### src/rtl/sys_trap_ctrl.sv
// Trap entry (ecall) / trap return (mret) sequencer: drives the CSR port through
// read-modify-write steps, then pulses a PC redirect while stalling fetch/decode.
module sys_trap_ctrl #(
   parameter int XLEN        = 64,
   parameter int CSR_AW      = 12,
   parameter int ECALL_CAUSE = 11
) (
   input  logic              i_clk,
   input  logic              i_rst,
   input  logic              i_valid,
   output logic              o_ready,
   input  logic              i_ecall,
   input  logic              i_mret,
   input  logic [XLEN-1:0]   i_pc,
   output logic [CSR_AW-1:0] o_csr_addr,
   input  logic [XLEN-1:0]   i_csr_rdata,
   output logic              o_csr_wen,
   output logic [XLEN-1:0]   o_csr_wdata,
   output logic              o_busy,
   output logic              o_redir_valid,
   output logic [XLEN-1:0]   o_redir_pc
);

   localparam logic [CSR_AW-1:0] A_MSTATUS = CSR_AW'(12'h300);
   localparam logic [CSR_AW-1:0] A_MTVEC   = CSR_AW'(12'h305);
   localparam logic [CSR_AW-1:0] A_MEPC    = CSR_AW'(12'h341);
   localparam logic [CSR_AW-1:0] A_MCAUSE  = CSR_AW'(12'h342);
   localparam logic [XLEN-1:0]   CAUSE_VAL  = XLEN'(ECALL_CAUSE);
   localparam logic [XLEN-1:0]   ALIGN_MASK = {{(XLEN-2){1'b1}}, 2'b00};

   typedef enum logic [2:0] {
      IDLE, EC_EPC, EC_CAUSE, EC_STAT, EC_VEC, MR_STAT, MR_EPC
   } state_t;

   state_t            state;
   state_t            state_nxt;
   logic [XLEN-1:0]   pc_lat;

   // Trap entry: stack MIE into MPIE, disable interrupts, previous mode = M.
   function automatic logic [XLEN-1:0] ecall_mstatus(input logic [XLEN-1:0] s);
      logic [XLEN-1:0] r;
      r        = s;
      r[7]     = s[3];
      r[3]     = 1'b0;
      r[12:11] = 2'b11;
      return r;
   endfunction

   // Trap return: restore MIE from MPIE, set MPIE, MPP stays M (M-only hart).
   function automatic logic [XLEN-1:0] mret_mstatus(input logic [XLEN-1:0] s);
      logic [XLEN-1:0] r;
      r        = s;
      r[3]     = s[7];
      r[7]     = 1'b1;
      r[12:11] = 2'b11;
      return r;
   endfunction

   always_ff @(posedge i_clk) begin
      if (i_rst) begin
         state  <= IDLE;
         pc_lat <= '0;
      end else begin
         state <= state_nxt;
         if (state == IDLE && i_valid && i_ecall)
            pc_lat <= i_pc;
      end
   end

   always_comb begin
      state_nxt     = state;
      o_ready       = 1'b0;
      o_busy        = 1'b1;
      o_csr_addr    = '0;
      o_csr_wen     = 1'b0;
      o_csr_wdata   = '0;
      o_redir_valid = 1'b0;
      o_redir_pc    = '0;
      case (state)
         IDLE: begin
            o_ready = 1'b1;
            o_busy  = 1'b0;
            if (i_valid && i_ecall)
               state_nxt = EC_EPC;
            else if (i_valid && i_mret)
               state_nxt = MR_STAT;
         end
         EC_EPC: begin
            o_csr_addr  = A_MEPC;
            o_csr_wen   = 1'b1;
            o_csr_wdata = pc_lat;
            state_nxt   = EC_CAUSE;
         end
         EC_CAUSE: begin
            o_csr_addr  = A_MCAUSE;
            o_csr_wen   = 1'b1;
            o_csr_wdata = CAUSE_VAL;
            state_nxt   = EC_STAT;
         end
         EC_STAT: begin
            o_csr_addr  = A_MSTATUS;
            o_csr_wen   = 1'b1;
            o_csr_wdata = ecall_mstatus(i_csr_rdata);
            state_nxt   = EC_VEC;
         end
         EC_VEC: begin
            o_csr_addr    = A_MTVEC;
            o_redir_valid = 1'b1;
            o_redir_pc    = i_csr_rdata & ALIGN_MASK;
            state_nxt     = IDLE;
         end
         MR_STAT: begin
            o_csr_addr  = A_MSTATUS;
            o_csr_wen   = 1'b1;
            o_csr_wdata = mret_mstatus(i_csr_rdata);
            state_nxt   = MR_EPC;
         end
         MR_EPC: begin
            o_csr_addr    = A_MEPC;
            o_redir_valid = 1'b1;
            o_redir_pc    = i_csr_rdata & ALIGN_MASK;
            state_nxt     = IDLE;
         end
         default: state_nxt = IDLE;
      endcase
      // A reset edge must never commit a half-finished sequence.
      if (i_rst) begin
         o_csr_wen     = 1'b0;
         o_redir_valid = 1'b0;
      end
   end

endmodule
### config.mk
export PLATFORM = sky130hd
export DESIGN_NAME = sys_trap_ctrl
export DESIGN_NICKNAME = d
export VERILOG_FILES = /design/src/rtl/sys_trap_ctrl.sv
export SDC_FILE = /design/constraint.sdc
export NUM_CORES = 1
export LEC_CHECK = 0
export ABC_AREA = 1
export CAP_MARGIN = 15
export CORE_MARGIN = 5
export CORE_UTILIZATION = 39
export DETAILED_ROUTE_END_ITERATION = 8
export PLACE_DENSITY = 0.84
export SYNTH_ARGS = -nofsm -noshare
export SYNTH_HDL_FRONTEND = slang
export SYNTH_SLANG_ARGS = --single-unit
### constraint.sdc
create_clock -name i_clk -period 1.7 [get_ports i_clk]
set_input_delay 0.34 -clock i_clk [delete_from_list [all_inputs] [get_ports i_clk]]
set_output_delay 0.34 -clock i_clk [all_outputs]
set_load 0.01 [all_outputs]
# == After elaboration in Yosys (flattened, before gate mapping) ==
# Cells that the tools add are included.
# totals
ff_bits,67
inputBits,133
out_inout_bits,144
wordCells,30
# op_classes
n_eq_ne,7
mux,12
reduce_logical,9
# op_table
cell,count
one-hot mux 64 bit (4 select lines),1
2-to-1 mux 64 bit,1
one-hot mux 10 bit (4 select lines),1
one-hot mux 3 bit (5 select lines),1
"equality test 3 bit, second input constant",3
"equality test 3 x 2 -> 1 bit, second input constant",2
2-to-1 mux 1 bit,6
2-to-1 mux 3 bit,2
OR reduction 2 bit,3
logical AND 1 bit,4
OR reduction 4 bit,1
"equality test 3 x 1 -> 1 bit, second input constant",1
logical NOT 3 bit,1
"!= test 3 x 1 -> 1 bit, second input constant",1

# == Depth between registers and ports, before layout ==
# Gate-level depths: netlist (run 1).
# depth
depth_word,4
depth_mapped,7
ltp_nobuf,6

# == Worst setup path before layout (run 1) ==
# Ideal clock, no wire load.
# synth_path
kind,flip-flop to output port
startpoint,register state[0]
endpoint,output port o_csr_wdata[46]
t_arrival_ps,1179
required_ps,1360
setup_slack_ps,181
stages_incl_launch_ff,6
n_path_buf,1
cell_sequence,dfxtp_1 > inv_1 > nor2_2 > nand2_2 > clkbuf_1 > o21ai_0
# synth_between
elab_chain_len,2
elab_cells_between_ends,5
cone_classes,eq/ne: 4; mux: 1
# synth_lines
item,line,source
from (decl),35,state_t state;
from (signal assigned),64,state <= state_nxt;
"equality test 3 bit, or another cell as far along",79,case (state)
one-hot mux 64 bit (4 select lines) (*),79,
to (decl),18,"output logic [XLEN-1:0] o_csr_wdata,"
# Every way passes the cells marked *; elsewhere a longest branch is shown, timed or not.

# == Worst setup path in the final report (run 1) ==
# layout_path
startpoint,register state[2]
endpoint,output port o_csr_wdata[20]
# The elaborated chain is that of the path after synthesis.

==> key figures, run 1 <==
Outcome
  – Status: finished with violations
  – Failing checks: setup timing

CTS
  – Worst-Skew Late Latency: 0.33 ns
  – Hold Buf Count CTS: 0
  – Clock slew at reported path FFs: 0.06 ns
  – Clk root buf: clkbuf_16
  – Clock buffer depth: 2
  – CTS tree: done
  – CTS H-tree depth: 3
  – CTS Buf Count: 9
  – Clk sinks: 67

Cells and area
  – Nets: 1,289
  – Diode count: 0
  – Share of layout cells above drive strength 1: 0.295
  – Fin cells: 1,308
  – Commonest non-fill, non-tap cell in the layout: inv_1
  – Design area: 0.00882 sq mm
  – Area Growth Syn to Fin: 88.0%
  – Most frequent cells in the layout: 256 x inv_1, 172 x nand2_1, 132 x clkdlybuf4s50_1

Logic synthesis
  – Netlist cell types: 20
  – Post-Synth Adder-Cell Area: 0
  – Post-synthesis mux area share: 0
  – Seq/Total Area, Yosys: 0.286
  – Synth Register Bits: 67
  – Synthesized-area fraction occupied by and/or/nand/nor cells: 0.368
  – Post-Syn Area per Cell: 5.41 sq um
  – Largest family of logic cells by synthesized area: simple AND/OR/NAND/NOR gates
  – Mapped Area: 0.00469 sq mm
  – Synth Area in Compound Gates: 0.0704
  – XOR/XNOR Fraction of Synth Area: 0
  – Post-synthesis cell count: 867
  – Yosys warns: 0

STA
  – Final hold slack: 0.508 ns
  – Fmax: 519 MHz
  – Tcrit/Tclk final: 1.13
  – Minimum clock period: 1.93 ns
  – Clock Skew: 0.00551 ns
  – Final Hold Viols: 0
  – Fin worst setup slack: -0.227 ns
  – Slew Limit Fails: 0
  – Sum Neg Setup Slack: -16.45 ns
  – # setup viols final: 135
  – RSZ-0062 raised after global routing: yes

Floorplan
  – Die height: 120 um
  – Site Rows: 40
  – Die X: 120 um
  – Initial Utilization: 0.394
  – Die Area: 0.0143 sq mm
  – # IOs: 277
  – Core area: 0.0119 sq mm

Drt
  – Vias: 6,156
  – DR WL/cell: 15.3 um
  – WL final: 20.1 mm
  – DRC viols: 0
  – DRT iter0 DRCs: 334
  – Final ANT Viol Nets: 0
  – Vias per cell: 4.71
  – Drt first pass iters: 5

Global routing
  – First-pass GRT wire length: 27.9 mm
  – Pin count of the biggest net entering global routing: 41
  – Vias in the first global route: 5,633
  – Gr usage total: 0.242
  – GRT Residual Overflow: 0
  – Initial antenna violation count: 0

Worst hold path
  – Min-Delay Path Class: register to register
  – Hold depth: 4

Placed design
  – Post-DP HPWL: 12.5 mm
  – Port-buffer cells: 268
  – Placed Area: 0.00769 sq mm
  – Placement Setup Slack: -0.335 ns
  – Placed cells: 1,265
  – GP Congestion: 0.862

Run
  – Max-cap violations: 0

Power
  – Power Dens Cells: 1030 mW/mm^2
  – IR drop worst, VDD: 0.606 mV
  – Leak pwr: 0.00470 uW

Critical path
  – Startpoint types: register
  – Critical path capture point type: primary output
  – Max FO, Critical Path: 7
  – WS Path Type: register to primary output
  – Reg2Reg Depth: 9
  – Req. time, crit path: 1.36 ns
  – Critical Path AT: 1.59 ns
## where the power goes
group          switching (uW)  total, uW  internal (uW)
Combinational            2990       5450           2460
Clock                     682       1660            982
Sequential                123       1960           1840
## final timing paths
| path | startpoint | endpoint | slack [ns] |
|---|---|---|---|
| min reg2reg | pc_lat[7] | pc_lat[7] | 0.51 |
| min | pc_lat[7] | pc_lat[7] | 0.51 |
| max | state[2] | o_csr_wdata[20] | -0.23 |
| max reg2reg | state[2] | pc_lat[24] | 0.12 |
## stage by stage
stage | power, uW | util
2_1_floorplan | 3990 | -
3_3_place_gp | 6100 | 0.646
3_5_place_dp | 6160 | 0.646
4_1_cts | 8180 | 0.667
5_1_grt | 9590 | 0.740
6_report | 9070 | 0.740
## routing by layer
| layer | GRT usage | up-vias | routed length [um] |
|---|---|---|---|
| met5 | 0 | - | 0 |
| met1 | 0.281 | 2770 | 7910 |
| met4 | 0.0959 | 0 | 653 |
| met2 | 0.436 | 251 | 10200 |
| met3 | 0.0476 | 45 | 1260 |
| li1 | - | 3090 | - |
## cell type report
type,instances,area [sq um]
Clock buffer,13,240
Clock inverter,3,15.0
Fill cell,938,3090
Inverter,263,995
Multi-Input combinational cell,483,2760
Sequential cell,67,1350
Tap cell,147,184
Timing Repair Buffer,332,3280
## state kept, by name, summed over array words and instances (netlist names)
name,cells
pc_lat,64
state,3
## synth_stat cells
master    number  area (sq um)
inv_1        262           983
nand2_1      202           758
nor2_1       133           499
dfxtp_1       67          1340
nand4_1       66           413
o21ai_0       57           285
buf_2         30           150
clkbuf_1      15          56.3
buf_4          9          67.6
buf_1          8          30.0
nand3_1        4          20.0
o21ai_1        4          20.0
a21oi_1        2          10.0
o211ai_1       2          15.0
conb_1         1          3.75
inv_2          1          3.75
nand2_2        1          6.26
nand3_2        1          10.0
nor2_2         1          6.26
nor2_4         1          11.3
## critical path, stage by stage, from the launching register on
cell	delay (ns)
dfxtp_4	0.38
inv_4	0.08
nand3_4	0.08
nand2_4	0.11
buf_8	0.16
clkbuf_16	0.17
nand2_2	0.05
o21ai_1	0.08
buf_2	0.15
## what timing repair did
item                       CTS  global route
pin swaps                    7            10
hold endpoints to repair     0             0
setup endpoints to repair  160           200
gates resized for setup    663           224
buffers inserted            15             5
cloned                       7             7
## logic make-up after synthesis
group | after synthesis
AOI/OAI and AO/OA | 65
other | 1
DFF | 67
buffers and inverters | 325
and+or+nand+nor | 409
(Power assumes the default switching activity.)
==> run 2, diff against run 1 <==
- ABC_CLOCK_PERIOD_IN_PS: not set -> 1700
==> results of run 2 <==
No change in the layout: final DEF, timing and power equal those of run 1.
